**src/rtl/pss_generator_if.sv**
```systemverilog
// rtl/pss_generator_if.sv - Sample stream interface between the PSS generator and its consumer
interface pss_generator_if #(
    parameter int OUT_DW = 32
) ();
    logic [OUT_DW-1:0] tdata;
    logic              tvalid;
    logic              tready;
    logic              tlast;

    modport master (
        output tdata,
        output tvalid,
        output tlast,
        input  tready
    );

    modport slave (
        input  tdata,
        input  tvalid,
        input  tlast,
        output tready
    );
endinterface

```
**src/rtl/pss_generator.sv**
```systemverilog
// rtl/pss_generator.sv - NR PSS d(n) generator streaming BPSK samples; optional PSS_GEN_CONTINUOUS_EN
module pss_generator #(
    parameter int OUT_DW    = 32,
    parameter int AMPLITUDE = 8192
) (
    input  logic             clk_i,
    input  logic             reset_i,
    input  logic [1:0]       N_id_2_i,
    input  logic             start_i,
    output logic             busy_o,
    pss_generator_if.master  m_axis_out
);
    localparam int              HW        = OUT_DW / 2;
    localparam logic [6:0]      LFSR_INIT = 7'b1110110;
    localparam logic [6:0]      LAST_IDX  = 7'd126;
    localparam logic [HW-1:0]   AMP_POS   = HW'(AMPLITUDE);
    localparam logic [HW-1:0]   AMP_NEG   = HW'(-AMPLITUDE);

    typedef enum logic [1:0] {
        S_IDLE   = 2'd0,
        S_SEEK   = 2'd1,
        S_STREAM = 2'd2
    } state_t;

    state_t     state_q;
    state_t     state_d;
    logic [6:0] lfsr_q;
    logic [6:0] seek_cnt_q;
    logic [6:0] sample_cnt_q;
    logic       start_ok;
    logic       handshake;
    logic       at_last;
    logic [6:0] lfsr_step;

    assign start_ok  = start_i && (N_id_2_i != 2'd3);
    assign handshake = (state_q == S_STREAM) && m_axis_out.tready;
    assign at_last   = (sample_cnt_q == LAST_IDX);
    assign lfsr_step = {lfsr_q[4] ^ lfsr_q[0], lfsr_q[6:1]};

    always_ff @(posedge clk_i) begin
        if (reset_i) begin
            state_q <= S_IDLE;
        end else begin
            state_q <= state_d;
        end
    end

    always_comb begin
        state_d = state_q;
        case (state_q)
            S_IDLE: begin
                if (start_ok) begin
                    state_d = (N_id_2_i == 2'd0) ? S_STREAM : S_SEEK;
                end
            end
            S_SEEK: begin
                if (seek_cnt_q == 7'd0) begin
                    state_d = S_STREAM;
                end
            end
            S_STREAM: begin
                if (handshake && at_last) begin
`ifdef PSS_GEN_CONTINUOUS_EN
                    state_d = start_i ? S_STREAM : S_IDLE;
`else
                    state_d = S_IDLE;
`endif
                end
            end
            default: state_d = S_IDLE;
        endcase
    end

    // The seek load encodes 43*N_id_2-1 so SEEK performs exactly 43*N_id_2 LFSR steps.
    always_ff @(posedge clk_i) begin
        if (reset_i) begin
            lfsr_q       <= LFSR_INIT;
            seek_cnt_q   <= 7'd0;
            sample_cnt_q <= 7'd0;
        end else begin
            case (state_q)
                S_IDLE: begin
                    lfsr_q       <= LFSR_INIT;
                    sample_cnt_q <= 7'd0;
                    if (start_ok) begin
                        seek_cnt_q <= (N_id_2_i == 2'd1) ? 7'd42 : 7'd85;
                    end
                end
                S_SEEK: begin
                    lfsr_q <= lfsr_step;
                    if (seek_cnt_q != 7'd0) begin
                        seek_cnt_q <= seek_cnt_q - 7'd1;
                    end
                end
                S_STREAM: begin
                    if (handshake) begin
                        if (at_last) begin
                            sample_cnt_q <= 7'd0;
                            // A continuous wrap keeps stepping; period 127 lands back on the sequence start.
                            lfsr_q <= (state_d == S_IDLE) ? LFSR_INIT : lfsr_step;
                        end else begin
                            sample_cnt_q <= sample_cnt_q + 7'd1;
                            lfsr_q       <= lfsr_step;
                        end
                    end
                end
                default: begin
                    lfsr_q       <= LFSR_INIT;
                    sample_cnt_q <= 7'd0;
                    seek_cnt_q   <= 7'd0;
                end
            endcase
        end
    end

    always_comb begin
        busy_o            = (state_q != S_IDLE);
        m_axis_out.tvalid = (state_q == S_STREAM);
        m_axis_out.tlast  = (state_q == S_STREAM) && at_last;
        m_axis_out.tdata  = '0;
        if (state_q == S_STREAM) begin
            m_axis_out.tdata = {{HW{1'b0}}, (lfsr_q[0] ? AMP_NEG : AMP_POS)};
        end
    end
endmodule
```
**src/flat_wrapper.sv**
```systemverilog
// flat-port wrapper written by rule: the top's interface ports become plain ports
module pss_generator_flat 
#(
    parameter int OUT_DW    = 32,
    parameter int AMPLITUDE = 8192
)
  (clk_i, reset_i, N_id_2_i, start_i, busy_o, m_axis_out_tdata, m_axis_out_tvalid, m_axis_out_tlast, m_axis_out_tready);
  pss_generator_if #(.OUT_DW(OUT_DW)) m_axis_out_i ();
  input  logic clk_i;
  input  logic reset_i;
  input  logic [1:0] N_id_2_i;
  input  logic start_i;
  output logic busy_o;
  output wire logic [$bits(m_axis_out_i.tdata)-1:0] m_axis_out_tdata;
  output wire logic [$bits(m_axis_out_i.tvalid)-1:0] m_axis_out_tvalid;
  output wire logic [$bits(m_axis_out_i.tlast)-1:0] m_axis_out_tlast;
  input wire logic [$bits(m_axis_out_i.tready)-1:0] m_axis_out_tready;
  assign m_axis_out_tdata = m_axis_out_i.tdata;
  assign m_axis_out_tvalid = m_axis_out_i.tvalid;
  assign m_axis_out_tlast = m_axis_out_i.tlast;
  assign m_axis_out_i.tready = m_axis_out_tready;
  pss_generator #(.OUT_DW(OUT_DW), .AMPLITUDE(AMPLITUDE)) u_core (.clk_i(clk_i), .reset_i(reset_i), .N_id_2_i(N_id_2_i), .start_i(start_i), .busy_o(busy_o), .m_axis_out(m_axis_out_i));
endmodule
```
**config.mk**
```make
export PLATFORM = sky130hd
export DESIGN_NAME = pss_generator_flat
export DESIGN_NICKNAME = d
export VERILOG_FILES = /design/src/rtl/pss_generator_if.sv /design/src/rtl/pss_generator.sv /design/src/flat_wrapper.sv
export SDC_FILE = /design/constraint.sdc
export NUM_CORES = 1
export LEC_CHECK = 0
export ABC_CLOCK_PERIOD_IN_PS = 3950
export BUFFER_PORTS_ARGS = -buffer_cell sky130_fd_sc_hd__buf_2
export CORE_ASPECT_RATIO = 2
export CORE_UTILIZATION = 50
export DETAILED_ROUTE_END_ITERATION = 8
export PLACE_DENSITY_LB_ADDON = 0.2
export SKIP_CTS_REPAIR_TIMING = 1
export SYNTH_ARGS = -nofsm -noshare
export SYNTH_HDL_FRONTEND = slang
export SYNTH_SLANG_ARGS = --single-unit
export TNS_END_PERCENT = 30
```
**constraint.sdc**
```tcl
create_clock -name clk_i -period 3.95 [get_ports clk_i]
set_clock_uncertainty 0.2 [all_clocks]
set_input_delay 0.5925 -clock clk_i [delete_from_list [all_inputs] [get_ports clk_i]]
set_output_delay 0.5925 -clock clk_i [all_outputs]
set_load 0.02 [all_outputs]
```
## Word level (Yosys, flattened, before mapping)

Cells that the tools add are included.

| cells by class | value |
|---|---|
| equal/unequal tests | 8 |
| reduce and logical (&&, ||, !) cells | 12 |
| $add $sub $neg | 2 |
| bitwise gates (word level) | 3 |
| mux-type cells | 18 |

Operator list:

| cell | number |
|---|---|
| 7-bit 2-to-1 mux | 8 |
| 16-bit 2-to-1 mux | 2 |
| 7-bit case mux with 2 select lines | 2 |
| 7-bit case mux with 3 select lines | 1 |
| 2-bit 2-to-1 mux | 4 |
| 7-bit by 1-bit adder with 7-bit output, second input constant | 1 |
| 7-bit == test, second input constant | 1 |
| 7-bit logical NOT | 1 |
| 7-bit nonzero test | 1 |
| 7-bit by 1-bit subtractor with 7-bit output, second input constant | 1 |
| 2-bit logical NOT | 3 |
| 2-bit by 1-bit inequality test with 1-bit output, second input constant | 3 |
| 2-bit case mux with 3 select lines | 1 |
| 2-bit by 1-bit == test with 1-bit output, second input constant | 2 |
| 1-bit logical AND | 4 |
| 3-bit AND reduction | 1 |
| 2-bit == test, second input constant | 1 |
| 2-bit inequality test, second input constant | 1 |
| 1-bit inverter | 2 |
| 2-bit AND reduction | 1 |
| 2-bit nonzero test | 1 |
| 1-bit bitwise XOR | 1 |

| word-level totals | value |
|---|---|
| logic and storage cells | 47 |
| input bits | 6 |
| flip-flop bits (word level) | 23 |
| output and inout bits | 35 |

## Logic depth before layout (Yosys ltp)

| depth | value |
|---|---|
| depth after elaboration | 10 |
| mapped depth | 8 |
| depth with buffers taken out | 7 |

## Worst setup path after synthesis

No wires, ideal clock.

| path | value |
|---|---|
| path kind | register -> output |
| start point | register u_core.state_q[0] |
| end point | output m_axis_out_tdata[15] |
| stages on the path, launching flop included | 6 |
| data required time | 3.157 ns |
| slack | 1.737 ns |
| path buffers | 2 |
| arrival | 1.420 ns |
| path through | dfxtp_1 -> inv_1 -> ha_1 -> buf_2 -> and2_1 -> buf_4 |

| between the ends | value |
|---|---|
| longest elaborated chain between the ends | 2 |

Ends and longest elaborated chain:

| what | line | text |
|---|---|---|
| start: declaration | pss_generator.sv:25 | `state_t state_q;` |
| start signal: assignment | pss_generator.sv:44 | `state_q <= state_d;` |
| 2-bit == test | n/a |  |
| named net m_axis_out_tvalid | flat_wrapper.sv:15 | `output wire logic [$bits(m_axis_out_i.tvalid)-1:0] m_axis_out_tvalid;` |
| 16-bit 2-to-1 mux | pss_generator.sv:121 | `if (state_q == S_STREAM) begin` |
| end: declaration | flat_wrapper.sv:14 | `output wire logic [$bits(m_axis_out_i.tdata)-1:0] m_axis_out_tdata;` |

The timed path passes the listed nets, and every way through them passes these cells.

## Final worst setup path

| path | value |
|---|---|
| start point | register u_core.sample_cnt_q[1] |
| end point | output m_axis_out_tlast |

| between the ends | value |
|---|---|
| longest elaborated chain between the ends | 2 |

Ends and longest elaborated chain:

| what | line | text |
|---|---|---|
| start: declaration | pss_generator.sv:29 | `logic [6:0] sample_cnt_q;` |
| start signal: assignment | pss_generator.sv:102 | `sample_cnt_q <= sample_cnt_q + 7'd1;` |
| 7-bit == test | pss_generator.sv:37 | `assign at_last = (sample_cnt_q == LAST_IDX);` |
| 1-bit logical AND | pss_generator.sv:119 | `m_axis_out.tlast = (state_q == S_STREAM) && at_last;` |
| end: declaration | flat_wrapper.sv:16 | `output wire logic [$bits(m_axis_out_i.tlast)-1:0] m_axis_out_tlast;` |

Every way passes these cells.

==> flow_summary.ini <==
[routing]
drt-total-wl_mm = 3.373
viasPerCell = 5.520
avgRoutedWirePerCell_um = 13.82
ant_nets = 0
vias = 1347
drc = 0
drtIter0Drc = 36
dr.pass1.iters = 4

[floorplan]
start_util = 0.5247
core_um2 = 3193
rows = 29
die_y_um = 83.86
die_w_um = 42.93
ioPinCount = 41
dieArea_um2 = 3600

[logic_synthesis]
yosys.area_share.adder = 0.05228
avgSynthCellArea_um2 = 8.133
synth_top_family_by_area = simple AND/OR/NAND/NOR gates
syn_area_um2 = 1675
yosys-mux-area-fraction = 0.006721
synth_warnings = 0
synth_compound_area_frac = 0.1889
syn-instance-count = 206
synth_simple_gate_area_frac = 0.2741
synth_xor_area_frac = 0.03137
synth_enable_flop_cells = 0
synthArstFlopShare = 0
seq_area_frac_synth = 0.2748
synth_flop_cell = dfxtp_1
ys_seq_elements = 23
synth.distinct_cells = 50

[placement]
dpl.hpwl_mm = 2.672
place_congestion = 0.8272
port_buffers = 11
placed_cells = 240

[cells_and_area]
finalNonFillerCells = 244
final_layout_size_suffix_gt1_frac = 0.1502
fillerInstances = 331
area_growth_pct = -0.5973
final_common_cell = conb_1
antenna_cells = 0
layout_common_cells = conb_1 (29), dfxtp_1 (23), nor2_1 (21), a21oi_1 (14), nand2_1 (13)
nets = 227

[critical_path]
cp.required_ns = 3.16
setup.worst_path.start_class = flip-flop
critPathArrivalTime_ns = 1.68
crit_path_max_fanout = 5
criticalPathCategory = flip-flop to output port
crit_path_end_kind = output port

[power_and_ir_drop]
share_comb_of_total_power = 0.404
p_int_uw = 459.1
clkPwrFrac = 0.198
seqPwrFrac = 0.399
powerDensity_nw_per_um2 = 455.8
p_sw_uw = 300.0
switching_share = 0.3952
p_leak_uw = 0.0006908
ir_worst_vdd_v = 0.0003286

[clocking]
clk_latency_ns = 0.27
h-tree-depth = 1
numCtsBuffers = 3
cts_tree = yes
clk_pin_slew_worst_paths_ns = 0.08
clock_sinks = 23
cts_root_buf = clkbuf_8
clk_path_buf_depth = 2

[sta]
fin_setup_tns_ns = 0
maxSlewViolCount = 0
worst_slew_pin_slew_ns = 0.6801
max_freq_mhz = 404.9
period_share = 0.6253
grt_setup_unrepaired = no
finalHoldViolations = 0
slew_headroom = 0.5466
setup_viol = 0
fin_crit_ns = 2.470

[grt]
grtUsageTotal = 0.1964
grt_max_degree = 22
grt_pass1_vias = 1305
gr-total-overflow = 0
antenna_found_initial = 0
grt_pass1_wl_mm = 5.457

[job]
drv_cap = 0

[worst_hold_path]
holdCritPathClass = flip-flop to flip-flop

[status]
status = complete, no violations
## registers in the layout, summed over array words and instances (netlist names)
| signal | cells |
|---|---|
| u_core.lfsr_q | 7 |
| u_core.state_q | 2 |
| u_core.seek_cnt_q | 7 |
| u_core.sample_cnt_q | 7 |
## per-stage QoR
step           power, µW    util  hold slack (ns)  setup WS, ns  instance area [µm²]
2_1_floorplan      572.7       -           0.2233         1.737                 1780
3_3_place_gp       601.4  0.5074           0.2443         1.761                 1620
3_5_place_dp       613.1  0.5074           0.2557         1.748                 1620
4_1_cts            763.3  0.5216           0.2757         1.445                 1665
5_1_grt            804.0  0.5216           0.3004         1.352                 1665
6_report           759.1  0.5216           0.2707         1.480                 1665
## synth_stat cells (all sizes together) (5+ instances only)
cell type / number / area [µm²]
dfxtp: 23 / 460.4
nor3: 8 / 45.04
ha: 7 / 87.58
nand2b: 7 / 43.79
inv: 8 / 30.03
nand3: 5 / 25.02
buf: 33 / 242.7
nor2: 21 / 78.83
a21oi: 20 / 122.6
nand2: 14 / 55.06
xor2: 6 / 52.55
o21ai: 8 / 40.04
## final timing paths
kind	startpoint	to	slack [ns]	depth (start not counted)
min	u_core.lfsr_q[1]$_SDFFE_PP1N_	u_core.lfsr_q[0]$_SDFFE_PP0N_	0.27	2
min reg2reg	u_core.lfsr_q[1]$_SDFFE_PP1N_	u_core.lfsr_q[0]$_SDFFE_PP0N_	0.27	2
max reg2reg	u_core.state_q[1]$_SDFF_PP0_	u_core.seek_cnt_q[0]$_SDFFE_PP0P_	1.75	6
max	u_core.sample_cnt_q[1]$_SDFFE_PP0P_	m_axis_out_tlast	1.48	5
## kinds of logic after synthesis
| kind of cell | after synthesis |
|---|---|
| flops | 23 |
| other cells | 1 |
| compound gates | 46 |
| mux | 1 |
| xor+xnor | 6 |
| simple gates | 78 |
| fa+ha+maj | 7 |
| buf+inv | 44 |
## routing by layer
| layer | vias to the layer above | wire length [µm] | GRT usage |
|---|---|---|---|
| li1 | 663 | - | - |
| met1 | 641 | 1230 | 0.1714 |
| met2 | 31 | 1922 | 0.3802 |
| met3 | 12 | 85 | 0.02381 |
| met4 | 0 | 136 | 0.1322 |
| met5 | - | 0 | 0 |
## worst max-delay path: stages (launching register included)
cell	delay, ns
dfxtp_1	0.41
ha_1	0.20
nand4_2	0.18
nor2_1	0.18
and2_1	0.23
buf_2	0.19
## power by group through the flow
| stage | Clock, µW | Combinational (µW) | Sequential (µW) |
|---|---|---|---|
| after detailed placement | 0 | 306 | 308 |
| after global placement | 0 | 297 | 305 |
| after CTS | 153 | 308 | 302 |
| after global routing | 162 | 334 | 307 |
| final | 150 | 306 | 303 |
| after floorplan | 0 | 276 | 297 |
## final cells by class
cell class	count	area [µm²]	share of cell area
tap	31	38.79	0.02329
inverter	8	30.03	0.01803
timing repair buffer	11	55.05	0.03306
multi-input combinational	167	1036	0.6221
clock buffer	4	45.04	0.02705
sequential	23	460.4	0.2765
(Power assumes the default switching activity.)
